## src/rtl/ebus_pkg.sv

```systemverilog
// Shared EBUS definitions: function codes, responder states, default device select.
// Imported by the EBUS responder, its interface and the parity helper.
package ebus_pkg;

  typedef enum logic [1:0] {
    OP_CONO  = 2'd0,
    OP_CONI  = 2'd1,
    OP_DATAO = 2'd2,
    OP_DATAI = 2'd3
  } ebus_op_e;

  typedef enum logic [1:0] {
    ST_IDLE = 2'd0,
    ST_WAIT = 2'd1,
    ST_XFER = 2'd2
  } ebus_state_e;

  localparam logic [6:0] EBUS_DEV_ID_DEFAULT = 7'o070;

  // Function codes 4-7 have FCN[2] set and are never answered.
  function automatic logic fcn_valid(input logic [2:0] fcn);
    return ~fcn[2];
  endfunction

endpackage

```

## src/rtl/ebus_responder_if.sv

```systemverilog
// EBUS bus bundle between the EBOX/EDP master and a device responder.
// master: drives CS/FCN/DEMAND/write data; slave: drives read data and XFER.
interface ebus_responder_if;
  logic [6:0]  ebusCS;
  logic [2:0]  ebusFCN;
  logic        ebusDEMAND;
  logic [0:35] ebusDataIn;
  logic        ebusParityIn;
  logic [0:35] ebusDataOut;
  logic        ebusParityOut;
  logic        ebusDataOE;
  logic        ebusXFER;

  modport master (
    output ebusCS, ebusFCN, ebusDEMAND,
    output ebusDataIn, ebusParityIn,
    input  ebusDataOut, ebusParityOut,
    input  ebusDataOE, ebusXFER
  );

  modport slave (
    input  ebusCS, ebusFCN, ebusDEMAND,
    input  ebusDataIn, ebusParityIn,
    output ebusDataOut, ebusParityOut,
    output ebusDataOE, ebusXFER
  );
endinterface

```

## src/rtl/ebus_parity.sv

```systemverilog
// 36-bit odd-parity generator: par makes {data, par} hold an odd count of ones.
// Ports: data (in, 36, bits [0:35]), par (out, 1).
module ebus_parity (
  input  logic [0:35] data,
  output logic        par
);
  assign par = ~^data;
endmodule

```

## src/rtl/ebus_responder.sv

```systemverilog
// EBUS device-side responder: decodes CS/FCN, answers DEMAND with XFER,
// accepts CONO/DATAO writes and sources CONI/DATAI reads.
// Ports: clk, CROBAR_N (async active-low reset), bus (ebus_responder_if.slave),
// conditions/dataOut/dataOutStrobe to the device core, dataIn/statusIn from it.
// Build option: EBUS_PARITY_EN enables bus parity check/generation and parErr.
module ebus_responder
  import ebus_pkg::*;
#(
  parameter logic [6:0]  DEV_ID      = EBUS_DEV_ID_DEFAULT,
  parameter int unsigned WAIT_CYCLES = 2
) (
  input  logic         clk,
  input  logic         CROBAR_N,
  ebus_responder_if.slave bus,
  output logic [0:17]  conditions,
  output logic [0:35]  dataOut,
  output logic         dataOutStrobe,
  input  logic [0:35]  dataIn,
  input  logic [0:16]  statusIn
);

  localparam logic [3:0] WAIT_LD = 4'(WAIT_CYCLES);

  ebus_state_e state;
  ebus_op_e    op;
  logic [3:0]  cnt;
  logic        par_err;
  logic        par_bad;
  logic        accept;

`ifdef EBUS_PARITY_EN
  logic par_in_calc;
  logic par_out_calc;

  ebus_parity u_par_in (
    .data (bus.ebusDataIn),
    .par  (par_in_calc)
  );

  ebus_parity u_par_out (
    .data (bus.ebusDataOut),
    .par  (par_out_calc)
  );

  assign par_bad = par_in_calc != bus.ebusParityIn;
  assign bus.ebusParityOut = bus.ebusDataOE & par_out_calc;
`else
  logic unused_parity_in;

  assign unused_parity_in = bus.ebusParityIn;
  assign par_bad = 1'b0;
  assign bus.ebusParityOut = 1'b0;
`endif

  assign accept = bus.ebusDEMAND
                & (bus.ebusCS == DEV_ID)
                & fcn_valid(bus.ebusFCN);

  always_ff @(posedge clk or negedge CROBAR_N) begin
    if (!CROBAR_N) begin
      state           <= ST_IDLE;
      op              <= OP_CONO;
      cnt             <= '0;
      par_err         <= 1'b0;
      conditions      <= '0;
      dataOut         <= '0;
      dataOutStrobe   <= 1'b0;
      bus.ebusDataOut <= '0;
      bus.ebusDataOE  <= 1'b0;
      bus.ebusXFER    <= 1'b0;
    end else begin
      dataOutStrobe <= 1'b0;
      unique case (state)
        ST_IDLE: begin
          if (accept) begin
            op    <= ebus_op_e'(bus.ebusFCN[1:0]);
            cnt   <= WAIT_LD;
            state <= ST_WAIT;
          end
        end
        ST_WAIT: begin
          if (!bus.ebusDEMAND) begin
            state <= ST_IDLE;
          end else if (cnt != 4'd0) begin
            cnt <= cnt - 4'd1;
          end else begin
            // Entry into XFER: all side effects land on this edge.
            state        <= ST_XFER;
            bus.ebusXFER <= 1'b1;
            unique case (1'b1)
              op == OP_CONO: begin
                if (par_bad) begin
                  par_err <= 1'b1;
                end else begin
                  conditions <= bus.ebusDataIn[18:35];
                  if (bus.ebusDataIn[0]) par_err <= 1'b0;
                end
              end
              op == OP_DATAO: begin
                if (par_bad) begin
                  par_err <= 1'b1;
                end else begin
                  dataOut       <= bus.ebusDataIn;
                  dataOutStrobe <= 1'b1;
                end
              end
              op == OP_CONI: begin
                bus.ebusDataOut <= {statusIn, par_err, conditions};
                bus.ebusDataOE  <= 1'b1;
              end
              op == OP_DATAI: begin
                bus.ebusDataOut <= dataIn;
                bus.ebusDataOE  <= 1'b1;
              end
              default: ;
            endcase
          end
        end
        ST_XFER: begin
          if (!bus.ebusDEMAND) begin
            state           <= ST_IDLE;
            bus.ebusXFER    <= 1'b0;
            bus.ebusDataOE  <= 1'b0;
            bus.ebusDataOut <= '0;
          end
        end
        default: state <= ST_IDLE;
      endcase
    end
  end

endmodule

```

## src/flat_wrapper.sv

```systemverilog
// flat-port wrapper written by rule: the top's interface ports become plain ports
module ebus_responder_flat import ebus_pkg::*;
#(
  parameter logic [6:0]  DEV_ID      = EBUS_DEV_ID_DEFAULT,
  parameter int unsigned WAIT_CYCLES = 2
)
  (clk, CROBAR_N, conditions, dataOut, dataOutStrobe, dataIn, statusIn, bus_ebusCS, bus_ebusFCN, bus_ebusDEMAND, bus_ebusDataIn, bus_ebusParityIn, bus_ebusDataOut, bus_ebusParityOut, bus_ebusDataOE, bus_ebusXFER);
  ebus_responder_if bus_i ();
  input  logic clk;
  input  logic CROBAR_N;
  output logic [0:17] conditions;
  output logic [0:35] dataOut;
  output logic dataOutStrobe;
  input  logic [0:35] dataIn;
  input  logic [0:16] statusIn;
  input wire logic [$bits(bus_i.ebusCS)-1:0] bus_ebusCS;
  input wire logic [$bits(bus_i.ebusFCN)-1:0] bus_ebusFCN;
  input wire logic [$bits(bus_i.ebusDEMAND)-1:0] bus_ebusDEMAND;
  input wire logic [$bits(bus_i.ebusDataIn)-1:0] bus_ebusDataIn;
  input wire logic [$bits(bus_i.ebusParityIn)-1:0] bus_ebusParityIn;
  output wire logic [$bits(bus_i.ebusDataOut)-1:0] bus_ebusDataOut;
  output wire logic [$bits(bus_i.ebusParityOut)-1:0] bus_ebusParityOut;
  output wire logic [$bits(bus_i.ebusDataOE)-1:0] bus_ebusDataOE;
  output wire logic [$bits(bus_i.ebusXFER)-1:0] bus_ebusXFER;
  assign bus_i.ebusCS = bus_ebusCS;
  assign bus_i.ebusFCN = bus_ebusFCN;
  assign bus_i.ebusDEMAND = bus_ebusDEMAND;
  assign bus_i.ebusDataIn = bus_ebusDataIn;
  assign bus_i.ebusParityIn = bus_ebusParityIn;
  assign bus_ebusDataOut = bus_i.ebusDataOut;
  assign bus_ebusParityOut = bus_i.ebusParityOut;
  assign bus_ebusDataOE = bus_i.ebusDataOE;
  assign bus_ebusXFER = bus_i.ebusXFER;
  ebus_responder #(.DEV_ID(DEV_ID), .WAIT_CYCLES(WAIT_CYCLES)) u_core (.clk(clk), .CROBAR_N(CROBAR_N), .bus(bus_i), .conditions(conditions), .dataOut(dataOut), .dataOutStrobe(dataOutStrobe), .dataIn(dataIn), .statusIn(statusIn));
endmodule
```

## config.mk

```make
export PLATFORM = sky130hd
export DESIGN_NAME = ebus_responder_flat
export DESIGN_NICKNAME = d
export VERILOG_FILES = /design/src/rtl/ebus_pkg.sv /design/src/rtl/ebus_responder_if.sv /design/src/rtl/ebus_parity.sv /design/src/rtl/ebus_responder.sv /design/src/flat_wrapper.sv
export SDC_FILE = /design/constraint.sdc
export NUM_CORES = 1
export LEC_CHECK = 0
export BUFFER_PORTS_ARGS = -buffer_cell sky130_fd_sc_hd__clkbuf_2
export CORE_UTILIZATION = 47
export CTS_CLUSTER_DIAMETER = 120
export CTS_CLUSTER_SIZE = 25
export DETAILED_ROUTE_END_ITERATION = 6
export GPL_TIMING_DRIVEN = 0
export PLACE_DENSITY = 0.91
export SLEW_MARGIN = 15
export SYNTH_ARGS = -nofsm -noshare
export SYNTH_HDL_FRONTEND = slang
export SYNTH_SLANG_ARGS = --single-unit
```

## constraint.sdc

```tcl
create_clock -name clk -period 2.89 [get_ports clk]
set_clock_uncertainty 0.2 [all_clocks]
set_input_delay 0.578 -clock clk [delete_from_list [all_inputs] [get_ports clk]]
set_output_delay 0.578 -clock clk [all_outputs]
set_load 0.05 [all_outputs]
```

==> Yosys cells after proc, flatten, opt, wreduce, memory -nomap -nowiden <==
Index checks and enable logic that the tools add are counted.
{ "classes": {"n_eq_ne": 14, "mux": 26, "add_sub_neg": 1, "bitwise": 4, "reduce_logical": 14} }
{ "ops": {"columns": ["op", "n"], "rows": [
  ["36-bit case mux with 2 select lines", 2],
  ["36-bit two-way mux", 3],
  ["4-bit AND reduction", 4],
  ["4-bit two-way mux", 3],
  ["1-bit two-way mux", 10],
  ["5-bit AND reduction", 2],
  ["2-bit two-way mux", 4],
  ["2-bit inequality test, second input constant", 4],
  ["4-bit case mux with 2 select lines", 1],
  ["7-bit by 6-bit equality test with 1-bit output, second input constant", 1],
  ["2-bit equality test, second input constant", 3],
  ["2-bit case mux with 3 select lines", 1],
  ["2-bit by 1-bit equality test with 1-bit output, second input constant", 2],
  ["2-bit zero test", 2],
  ["2-bit by 1-bit inequality test with 1-bit output, second input constant", 2],
  ["1-bit case mux with 2 select lines", 2],
  ["2-bit nonzero test", 2],
  ["4-bit nonzero test", 1],
  ["4-bit by 1-bit subtractor with 4-bit output, second input constant", 1],
  ["3-bit by 1-bit inequality test with 1-bit output, second input constant", 1],
  ["3-bit inequality test, second input constant", 1],
  ["3-bit AND reduction", 1],
  ["1-bit bitwise AND", 2],
  ["1-bit inverter", 2],
  ["2 further kinds", 2]
]} }
{ "totals": {"out_inout_bits": 94, "register_bits": 101, "inputBits": 103} }

==> Logic depth before layout (Yosys ltp) <==
{ "depth": {"depth_word": 6, "ltp_mapped": 8, "depth_no_buf": 7} }

==> Worst setup path after synthesis <==
OpenSTA, ideal clock, no wires.
{ "synth_path": {"path_type": "reg2reg", "startpoint": "reg u_core.cnt[0]", "endpoint": "reg u_core.conditions[10] (netlist bit)", "period_less_slack_ps": 2124, "slack_ps": 766, "path_stages_with_launch": 8, "arrival_ps": 1799, "cell_sequence": "dfrtp_1 inv_1 ha_1 nor3b_4 nand3_4 nor3_4 buf_8 mux2_4"} }
{ "synth_via": {"elab_chain_cells": 3} }
{ "synth_rtl": {"columns": ["element", "line", "text"], "rows": [
  ["start, declared", "ebus_responder.sv:26", "logic [3:0] cnt;"],
  ["start signal, assigned", "ebus_responder.sv:85", "cnt <= cnt - 4'd1;"],
  ["4-bit nonzero test", "ebus_responder.sv:84", "end else if (cnt != 4'd0) begin"],
  ["1-bit inverter (no line)", null, null],
  ["4-bit AND reduction (no line)", null, null],
  ["end signal, assigned", "ebus_responder.sv:95", "conditions <= bus.ebusDataIn[18:35];"],
  ["end, declared", "ebus_responder.sv:15", "output logic [0:17] conditions,"]
]} }
Every way passes these cells.
A chain may end at the register's enable or synchronous reset.

==> Final worst setup path <==
{ "layout_path": {"startpoint": "reg u_core.cnt[0]", "endpoint": "reg u_core.conditions[16] (netlist bit)"} }
The elaborated chain is that of the path after synthesis.

==> flow_metrics.py <==
metrics = {
    "yosys": {
        "ys_ff_latch": 101,
        "synth_edf_count": 0,
        "synth_fp_nets": 392,
        "postSynth.asyncResetShare_pct": 100,
        "ys_warn_count": 0,
        "yosysSeqAreaShare_pct": 59.2,
        "synth_flop_cell": "dfrtp_1",
        "syn_avg_cell_area_um2": 14.8,
        "yosysUniqueCellTypes": 37,
        "netlist_instances": 288,
        "synth_area_um2": 4270,
    },
    "setup_path": {
        "r2r_setup_slack_ns": 0.38,
        "worst_ep_arrival_time_ns": 2.55,
        "crit_path_end_kind": "flop",
        "ff2ff_path_depth": 7,
        "cp-start-kind": "flop",
        "critPathRequiredTime_ns": 2.93,
        "worstReg2RegStart": "u_core.cnt[0]",
        "critical_path_peak_fanout": 10,
        "r2r_end": "u_core.conditions[16]",
        "path_class": "reg2reg",
    },
    "placement": {
        "portBuffers": 193,
        "placed_cell_area_um2": 5380,
        "post-dp-hpwl_um": 7610,
        "gp_congestion": 0.784,
    },
    "clocking": {
        "ctsResizeCount": 0,
        "numCtsBuffers": 9,
        "cts_sinks": 101,
        "cts_tree": "yes",
        "clkTransAtPathRegs_ns": 0.09,
        "clk_latency_ns": 0.35,
        "cts_max_path_buffers": 2,
        "hold_buffers": 0,
        "htree_levels": 3,
        "cts-root-buf": "clkbuf_8",
        "post-cts-setup-buffers": 0,
    },
    "routing": {
        "num_vias": 3153,
        "drt_iter0_markers": 56,
        "ant_nets": 0,
        "routedWlPerCell_um": 16.9,
        "avgViaCountPerCell": 5.23,
        "routed_wl_um": 10200,
        "firstDrtPassIters": 4,
        "drc": 0,
    },
    "run_status": {
        "status": "finished clean",
    },
    "final_layout": {
        "synthToLayoutAreaGrowth_pct": 30.5,
        "fill_cells": 682,
        "final_net_count": 596,
        "diodes": 0,
        "layout_common_cells": "192 x clkbuf_2, 101 x dfrtp_1, 44 x mux2_2",
        "final_common_cell": "clkbuf_2",
        "finish.instance_area_um2": 5580,
        "drive_gt1_share_pct": 55.6,
    },
    "floorplan": {
        "die_width_um": 97.3,
        "rows": 34,
        "initial_core_util_pct": 48.8,
        "pin_count": 197,
        "core_um2": 8760,
        "die_h_um": 97.3,
        "die-area_um2": 9480,
    },
    "power_and_ir_drop": {
        "p_leak_nw": 3.22,
        "power_density_nw_per_um2": 442,
        "vdd_ir_drop_max_uv": 250,
    },
    "sta": {
        "tightest_slew_ns": 0.797,
        "period_minus_slack_ns": 2.51,
        "maxSlewHeadroom_pct": 46.9,
        "setup_viol": 0,
        "period_share_pct": 86.9,
        "slew_viol_final": 0,
        "hold_viol": 0,
        "fin_tns_setup_ns": 0,
        "fmax_mhz": 398,
        "rsz0062_at_grt": "no",
    },
    "global_routing": {
        "busiest_layer": "met2",
        "grt_max_degree": 102,
        "met2_usage_pct": 40.6,
        "grt_pass1_wl_um": 16500,
        "gr-usage-met3_pct": 5.68,
        "track_usage_pct": 22.4,
        "grt_pass1_vias": 3393,
        "antenna_found_initial": 0,
        "gr-usage-met1_pct": 25.2,
        "grt_remaining_overflow": 0,
    },
    "job": {
        "maxCapViolCount": 0,
    },
    "hold_path": {
        "hold_class": "in2async",
    },
}
## stage by stage
step,setup WS [ns],cells,power (W),hold slack (ns),util (%)
floorplan,0.766,288,0.00147,0.0824,-
global placement,-0.171,589,0.00157,0.262,61.3
detailed placement,0.377,589,0.00157,0.273,61.4
CTS,0.361,603,0.00250,0.128,63.6
global route,0.260,603,0.00257,0.169,63.6
finish,0.378,603,0.00247,0.0864,63.6
## flip-flops by register name, indices dropped and copies added, names as in the netlist
signal	count
u_core.cnt	4
u_core.bus.ebusXFER	1
u_core.dataOut	36
u_core.conditions	18
u_core.state	2
u_core.bus.ebusDataOE	1
u_core.op	2
u_core.bus.ebusDataOut	36
u_core.dataOutStrobe	1
## report_power, final
group	switching, W	internal, W
logic	0.0000633	0.0000620
clock network	0.000443	0.000481
registers	0.00000183	0.00141
total	0.000508	0.00196
## layout make-up
cell class              count  area (um^2)  area share, %
flip-flops and latches    101         2530           45.3
multi-input cells         165         1610           28.9
repair buffers            193          975           17.5
clock buffers              12          135           2.42
well taps                 108          135           2.42
plain buffers              19          120           2.15
clock inverters             2         60.1           1.08
inverters                   3         11.3          0.202
## layer usage
layer	part of all wire (%)	wire length, um
met2	52	5330
met3	5.8	594
met5	0	0
met4	1.8	187
met1	40	4100
## worst max-delay path by stage
stage	from	end	slack, ns	cells after the start
CTS	u_core.cnt[0]	u_core.conditions[16]	0.36	7
finish	u_core.cnt[0]	u_core.conditions[16]	0.38	7
global route	u_core.cnt[0]	u_core.conditions[16]	0.26	7
global placement	CROBAR_N	u_core.dataOut[5]	-0.17	1
detailed placement	u_core.cnt[0]	u_core.conditions[16]	0.38	7
floorplan	u_core.cnt[0]	u_core.conditions[10]	0.77	7
## kinds of logic after synthesis
family          Yosys count  synth area share, %
other cells               1               0.0878
compound gates           44                 8.67
buf+inv                  22                 3.07
flops                   101                 59.2
mux                      91                 23.8
simple gates             26                 4.48
fa+ha+maj                 1                0.293
xor+xnor                  2                0.410
## synthesized netlist by cell type (2+ instances only)
master       n  area, um^2
xnor2_1      2        17.5
inv_1        3        11.3
o2bb2ai_1   36         315
mux2_4      10         150
nor2b_1      2        12.5
mux2_2      44         495
buf_2        6        30.0
buf_6        3        33.8
nand3_1      4        20.0
buf_1        2        7.51
a21oi_1      2        10.0
mux2i_1     35         350
nand4_1      2        12.5
nand2_1      5        18.8
buf_4        2        15.0
nor4b_1      2        17.5
o31ai_1      2        15.0
nand2b_1     2        12.5
mux2_1       2        22.5
dfrtp_1    101        2530
clkbuf_1     5        18.8
## worst max-delay path, cell delays in order (launching register included)
cell     delay, ns
dfrtp_1       0.42
inv_1         0.07
ha_1          0.18
nor3b_4       0.29
nand3_4       0.14
nor3_4        0.52
buf_8         0.26
mux2_4        0.31
Note: power is estimated with default switching activity, not from simulation.
